`src/rtl/pe_sequencer.sv`:
```
// Control sequencer for one processing element: streams a filter row and an
// ifmap row into the PE scratchpads, issues the 1-D convolution MACs and drains psums.
module pe_sequencer #(
   parameter int FADDR_W  = 6,
   parameter int IADDR_W  = 4,
   parameter int PIPE_LAT = 3,
   parameter int RD_LAT   = 2
) (
   input  logic               clk,
   input  logic               rst,
   input  logic               start,
   input  logic [4:0]         cfg_s,
   input  logic [4:0]         cfg_w,
   input  logic [7:0]         in_data,
   input  logic               in_valid,
   output logic               in_ready,
   output logic               load_filter,
   output logic               load_ifmap,
   output logic [FADDR_W-1:0] ld_addr_filter,
   output logic [IADDR_W-1:0] ld_addr_ifmap,
   output logic [7:0]         filter,
   output logic [7:0]         ifmap,
   output logic [FADDR_W-1:0] sel_filter_addr,
   output logic [IADDR_W-1:0] sel_ifmap_addr,
   output logic [IADDR_W-1:0] psum_sel,
   output logic               en,
   output logic               en_psum_out,
   input  logic [7:0]         pe_psum,
   output logic [7:0]         out_data,
   output logic               out_valid,
   input  logic               out_ready,
   output logic               busy,
   output logic               done,
   output logic               cfg_err
);

   typedef enum logic [3:0] {
      IDLE, LD_FILT, LD_IFMAP, COMPUTE, FLUSH,
      DRAIN_REQ, DRAIN_WAIT, DRAIN_OUT, DONE
   } state_t;

   localparam logic [4:0] PIPE_V = 5'(PIPE_LAT);
   localparam logic [4:0] RDW_V  = 5'((RD_LAT > 1) ? (RD_LAT - 2) : 0);

   state_t state, state_n;
   logic [4:0] s_len, s_len_n, w_len, w_len_n, e_len, e_len_n;
   logic [4:0] s_cnt, s_cnt_n, e_cnt, e_cnt_n, k_cnt, k_cnt_n, wait_cnt, wait_n;

   logic               in_ready_n, load_filter_n, load_ifmap_n;
   logic [FADDR_W-1:0] ld_addr_filter_n, sel_filter_addr_n;
   logic [IADDR_W-1:0] ld_addr_ifmap_n, sel_ifmap_addr_n, psum_sel_n;
   logic [7:0]         filter_n, ifmap_n, out_data_n;
   logic               en_n, en_psum_out_n, out_valid_n, busy_n, done_n, cfg_err_n;

   // State, counters and every output are registered together, so each output
   // reflects the state being entered on the same edge.
   always_ff @(posedge clk or negedge rst) begin
      if (!rst) begin
         state           <= IDLE;
         s_len           <= '0;
         w_len           <= '0;
         e_len           <= '0;
         s_cnt           <= '0;
         e_cnt           <= '0;
         k_cnt           <= '0;
         wait_cnt        <= '0;
         in_ready        <= 1'b0;
         load_filter     <= 1'b0;
         load_ifmap      <= 1'b0;
         ld_addr_filter  <= '0;
         ld_addr_ifmap   <= '0;
         filter          <= '0;
         ifmap           <= '0;
         sel_filter_addr <= '0;
         sel_ifmap_addr  <= '0;
         psum_sel        <= '0;
         en              <= 1'b0;
         en_psum_out     <= 1'b0;
         out_data        <= '0;
         out_valid       <= 1'b0;
         busy            <= 1'b0;
         done            <= 1'b0;
         cfg_err         <= 1'b0;
      end else begin
         state           <= state_n;
         s_len           <= s_len_n;
         w_len           <= w_len_n;
         e_len           <= e_len_n;
         s_cnt           <= s_cnt_n;
         e_cnt           <= e_cnt_n;
         k_cnt           <= k_cnt_n;
         wait_cnt        <= wait_n;
         in_ready        <= in_ready_n;
         load_filter     <= load_filter_n;
         load_ifmap      <= load_ifmap_n;
         ld_addr_filter  <= ld_addr_filter_n;
         ld_addr_ifmap   <= ld_addr_ifmap_n;
         filter          <= filter_n;
         ifmap           <= ifmap_n;
         sel_filter_addr <= sel_filter_addr_n;
         sel_ifmap_addr  <= sel_ifmap_addr_n;
         psum_sel        <= psum_sel_n;
         en              <= en_n;
         en_psum_out     <= en_psum_out_n;
         out_data        <= out_data_n;
         out_valid       <= out_valid_n;
         busy            <= busy_n;
         done            <= done_n;
         cfg_err         <= cfg_err_n;
      end
   end

   // Next-state logic; wait_cnt is shared by the hazard gap, the flush and the read wait.
   always_comb begin
      state_n           = state;
      s_len_n           = s_len;
      w_len_n           = w_len;
      e_len_n           = e_len;
      s_cnt_n           = s_cnt;
      e_cnt_n           = e_cnt;
      k_cnt_n           = k_cnt;
      wait_n            = wait_cnt;
      load_filter_n     = 1'b0;
      load_ifmap_n      = 1'b0;
      ld_addr_filter_n  = '0;
      ld_addr_ifmap_n   = '0;
      filter_n          = '0;
      ifmap_n           = '0;
      sel_filter_addr_n = '0;
      sel_ifmap_addr_n  = '0;
      psum_sel_n        = '0;
      en_n              = 1'b0;
      en_psum_out_n     = 1'b0;
      out_data_n        = out_data;
      cfg_err_n         = 1'b0;

      case (state)
         IDLE: begin
            if (start) begin
               if (cfg_s != 5'd0 && cfg_s <= cfg_w && cfg_w <= 5'd16) begin
                  s_len_n = cfg_s;
                  w_len_n = cfg_w;
                  e_len_n = cfg_w - cfg_s + 5'd1;
                  k_cnt_n = '0;
                  state_n = LD_FILT;
               end else begin
                  cfg_err_n = 1'b1;
               end
            end
         end
         LD_FILT: begin
            if (in_valid && in_ready) begin
               load_filter_n    = 1'b1;
               ld_addr_filter_n = FADDR_W'(k_cnt);
               filter_n         = in_data;
               if (k_cnt == s_len - 5'd1) begin
                  k_cnt_n = '0;
                  state_n = LD_IFMAP;
               end else begin
                  k_cnt_n = k_cnt + 5'd1;
               end
            end
         end
         LD_IFMAP: begin
            if (in_valid && in_ready) begin
               load_ifmap_n    = 1'b1;
               ld_addr_ifmap_n = IADDR_W'(k_cnt);
               ifmap_n         = in_data;
               if (k_cnt == w_len - 5'd1) begin
                  k_cnt_n = '0;
                  s_cnt_n = '0;
                  e_cnt_n = '0;
                  wait_n  = '0;
                  state_n = COMPUTE;
               end else begin
                  k_cnt_n = k_cnt + 5'd1;
               end
            end
         end
         COMPUTE: begin
            if (wait_cnt != 5'd0) begin
               wait_n = wait_cnt - 5'd1;
            end else begin
               en_n              = 1'b1;
               sel_filter_addr_n = FADDR_W'(s_cnt);
               sel_ifmap_addr_n  = IADDR_W'(e_cnt + s_cnt);
               psum_sel_n        = IADDR_W'(e_cnt);
               if (e_cnt != e_len - 5'd1) begin
                  e_cnt_n = e_cnt + 5'd1;
               end else begin
                  e_cnt_n = '0;
                  if (s_cnt == s_len - 5'd1) begin
                     wait_n  = PIPE_V - 5'd1;
                     state_n = FLUSH;
                  end else begin
                     s_cnt_n = s_cnt + 5'd1;
                     // Short rows would revisit a psum before its write-back lands.
                     if (e_len < PIPE_V) wait_n = PIPE_V - e_len;
                  end
               end
            end
         end
         FLUSH: begin
            if (wait_cnt != 5'd0) begin
               wait_n = wait_cnt - 5'd1;
            end else begin
               e_cnt_n       = '0;
               en_psum_out_n = 1'b1;
               psum_sel_n    = '0;
               state_n       = DRAIN_REQ;
            end
         end
         DRAIN_REQ: begin
            if (RD_LAT > 1) begin
               wait_n  = RDW_V;
               state_n = DRAIN_WAIT;
            end else begin
               out_data_n = pe_psum;
               state_n    = DRAIN_OUT;
            end
         end
         DRAIN_WAIT: begin
            if (wait_cnt != 5'd0) begin
               wait_n = wait_cnt - 5'd1;
            end else begin
               out_data_n = pe_psum;
               state_n    = DRAIN_OUT;
            end
         end
         DRAIN_OUT: begin
            if (out_valid && out_ready) begin
               if (e_cnt == e_len - 5'd1) begin
                  state_n = DONE;
               end else begin
                  e_cnt_n       = e_cnt + 5'd1;
                  en_psum_out_n = 1'b1;
                  psum_sel_n    = IADDR_W'(e_cnt + 5'd1);
                  state_n       = DRAIN_REQ;
               end
            end
         end
         DONE:    state_n = IDLE;
         default: state_n = IDLE;
      endcase

      in_ready_n  = (state_n == LD_FILT) || (state_n == LD_IFMAP);
      out_valid_n = (state_n == DRAIN_OUT);
      busy_n      = (state_n != IDLE);
      done_n      = (state_n == DONE);
   end

endmodule

```
`config.mk`:
```
export PLATFORM = sky130hd
export DESIGN_NAME = pe_sequencer
export DESIGN_NICKNAME = d
export VERILOG_FILES = /design/src/rtl/pe_sequencer.sv
export SDC_FILE = /design/constraint.sdc
export NUM_CORES = 1
export LEC_CHECK = 0
export CORE_ASPECT_RATIO = 1.2
export CORE_MARGIN = 4
export CORE_UTILIZATION = 23
export CTS_CLUSTER_SIZE = 40
export DETAILED_ROUTE_END_ITERATION = 10
export GPL_TIMING_DRIVEN = 0
export PLACE_DENSITY_LB_ADDON = 0.08
export SLEW_MARGIN = 20
export SYNTH_ARGS = -nofsm -noshare
export SYNTH_HDL_FRONTEND = slang
export SYNTH_SLANG_ARGS = --single-unit
```
`constraint.sdc`:
```
create_clock -name clk -period 3.1 [get_ports clk]
set_input_delay 0.93 -clock clk [delete_from_list [all_inputs] [get_ports clk]]
set_output_delay 0.93 -clock clk [all_outputs]
set_load 0.005 [all_outputs]
```
==> flow_metrics.py <==
metrics = {
    "yosys": {
        "synth_edf_count": 0,
        "synthAdderAreaFrac": 0.0644,
        "syn-instance-count": 475,
        "synth-xor-area-share": 0.0679,
        "ys_ff_latch": 94,
        "netlist_area_sq_um": 4940,
        "synth_top_family_by_area": "simple AND/OR/NAND/NOR gates",
        "synth_top_area_cell": "dfrtp_1",
        "ys.warnings.count": 0,
        "synth_simple_gate_area_share": 0.192,
        "synth_seq_area_share": 0.476,
        "synthTopCellsByArea": "dfrtp_1, ha_1, xnor2_1",
        "synth_cell_types": 70,
        "synth_top_cell_area_share": 0.476,
        "synthFlopType": "dfrtp_1",
        "synth-compound-area-share": 0.124,
        "syn_avg_cell_area_sq_um": 10.4,
        "synth.mux.area_fraction": 0.0340,
        "async_reset_ff_frac": 1.00,
    },
    "place": {
        "dpl_cell_area_sq_um": 6160,
        "dp_hpwl_um": 10500,
        "gp_congestion": 0.823,
        "place_ws_ns": -0.718,
        "io_buffers": 85,
    },
    "routing": {
        "drc_errors": 0,
        "routed_wl_um": 13700,
        "drt.antenna.violating_nets": 0,
        "wl_met3_um": 487,
        "top_layer": "met4",
        "routed_via_density": 4.43,
        "met2_length_um": 6940,
        "firstDrtPassIters": 4,
        "wl_met1_um": 6160,
        "vias": 3771,
        "avgRoutedWirePerCell_um": 16.1,
        "drt_iter0_markers": 166,
    },
    "sta": {
        "finalMaxSlewViolations": 0,
        "finalSetupViolCount": 0,
        "fin_tns_setup_ns": 0,
        "min_period_ns": 2.98,
        "finalCritPeriodShare": 0.963,
        "setup_slack_ns": 0.115,
        "finClkSkew_ns": 0.00874,
        "worst_pin_slew_ns": 0.574,
        "slew-limit-headroom": 0.614,
        "fmax_mhz": 335,
        "timing.final.hold_violations": 0,
    },
    "finish": {
        "drive_gt1_frac": 0.125,
        "largestRegisters": "filter: 8 flops, ifmap: 8 flops, out_data: 8 flops",
        "final_common_cell": "dfrtp_1",
        "fin_util": 0.314,
        "nets": 632,
        "layout_common_cells": "dfrtp_1, clkdlybuf4s50_1, nor2_1",
        "diodes": 0,
        "syn2layout_area_growth_pct": 34.0,
        "design_area_sq_um": 6610,
    },
    "die": {
        "initial_core_util": 0.235,
        "coreArea_sq_um": 21000,
        "rows": 58,
        "die_y_um": 169,
        "num_io_pins": 88,
        "fp.dieW_um": 142,
        "dieArea_sq_um": 23900,
    },
    "clock_network": {
        "cts.sinks": 94,
        "ctsRootBufferMaster": "clkbuf_16",
        "htreeDepth": 3,
        "hold_buffers": 0,
        "cts_tree": "done",
        "clk_path_buf_depth": 2,
        "numCtsBuffers": 9,
        "clk_latency_ns": 0.35,
        "clk_pin_slew_ns": 0.07,
    },
    "global_routing": {
        "antenna_found_initial": 0,
        "grt_first_pass_wirelength_um": 21500,
        "grt_pass1_vias": 3823,
        "grt_use_total": 0.116,
        "grt_max_degree": 71,
        "gr-total-overflow": 0,
    },
    "worst_setup_path": {
        "reg2reg_depth": 9,
        "worst-path-max-fanout": 5,
        "crit_path_start_kind": "input port",
        "cp_data_required_time_ns": 3.37,
        "worstPathArrival_ns": 3.26,
        "r2r_start": "e_len[0]$_DFFE_PN0P_",
        "r2r-end": "e_cnt[4]$_DFFE_PN0P_",
        "r2r_setup_slack_ns": 0.33,
        "crit_type": "in -> reg",
        "crit_path_end_kind": "flip-flop",
    },
    "power_and_ir_drop": {
        "vdd.ir_drop.worst_mv": 0.225,
        "p_per_area_nw_per_um2": 389,
        "p_leak_nw": 2.91,
    },
    "job": {
        "drv_cap": 0,
    },
    "status": {
        "outcome": "complete, no violations",
    },
    "worst_hold_path": {
        "min-delay-path-class": "in -> async",
    },
}
## cells in the mapped netlist (all sizes together), types with 4 or more instances
library cell,instances
dfrtp,94
nor2,34
inv,31
nand2,31
o21ai,25
and2,24
ha,23
xnor2,22
a21oi,19
nand3,15
mux2,14
nand2b,14
nor3,14
xor2,12
buf,9
and3,7
clkbuf,7
nor4,7
a31oi,6
a21o,4
nor3b,4
o22ai,4
o31ai,4
## worst max path at each step
stage	startpoint	to	slack, ns	cells past startpoint
6_report	cfg_w[1]	k_cnt[4]$_DFFE_PN0P_	0.12	9
4_1_cts	cfg_s[3]	k_cnt[4]$_DFFE_PN0P_	0.01	10
3_5_place_dp	cfg_s[2]	k_cnt[4]$_DFFE_PN0P_	-0.72	10
3_3_place_gp	rst	e_cnt[4]$_DFFE_PN0P_	-2.64	1
5_1_grt	cfg_w[4]	k_cnt[4]$_DFFE_PN0P_	-0.004	10
2_1_floorplan	cfg_s[2]	k_cnt[4]$_DFFE_PN0P_	0.32	9
## layer usage
metal / up-vias / GRT usage
li1: 1862 / -
met4: 0 / 0.0351
met2: 63 / 0.194
met5: - / 0
met3: 4 / 0.0218
met1: 1842 / 0.150
## critical path, stage by stage
cell	delay (ns)
clkdlybuf4s50_1	0.50
inv_2	0.08
ha_4	0.27
nand4_1	0.11
o22a_2	0.28
nor4bb_4	0.39
o21ai_4	0.12
or4_1	0.48
o211ai_1	0.09
## final cells by class
cell class / count / area (sq um)
Timing Repair Buffer: 90 / 925
Clock inverter: 7 / 88.8
Fill cell: 2228 / 14400
Sequential cell: 94 / 2350
Tap cell: 270 / 338
Multi-Input combinational cell: 335 / 2480
Clock buffer: 9 / 225
Inverter: 31 / 116
Buffer: 16 / 91.3
## logic make-up (layout without fill, tap and decap cells)
family / Yosys count / after routing
buffers and inverters: 47 / 153
other: 1 / 2
AO/OA/AOI/OAI: 87 / 87
flip-flops: 94 / 94
XOR/XNOR: 35 / 35
adder cells (fa/ha/maj): 25 / 25
AND/OR/NAND/NOR: 171 / 171
multiplexers: 15 / 15
## timing repair
action                     in CTS  in global routing
pin swaps                       1                  3
resized for setup               7                 16
setup buffers                   0                  4
setup endpoints to repair      14                 15
## where the power goes
part | internal [mW] | total [mW] | switching (mW) | leakage [nW]
clock | 0.648 | 1.18 | 0.536 | 0.152
combinational | 0.0811 | 0.155 | 0.0740 | 1.55
sequential | 1.23 | 1.23 | 0.00220 | 1.21
total | 1.96 | 2.57 | 0.612 | 2.91
## per-stage QoR
stage	hold slack [ns]	cells	total power [mW]
after floorplan	0.469	476	1.30
after global placement	0.492	831	1.40
after detailed placement	0.495	832	1.40
after CTS	0.431	848	2.61
after global routing	0.436	852	2.68
final	0.433	852	2.57
Note: power is estimated with default switching activity, not from simulation.
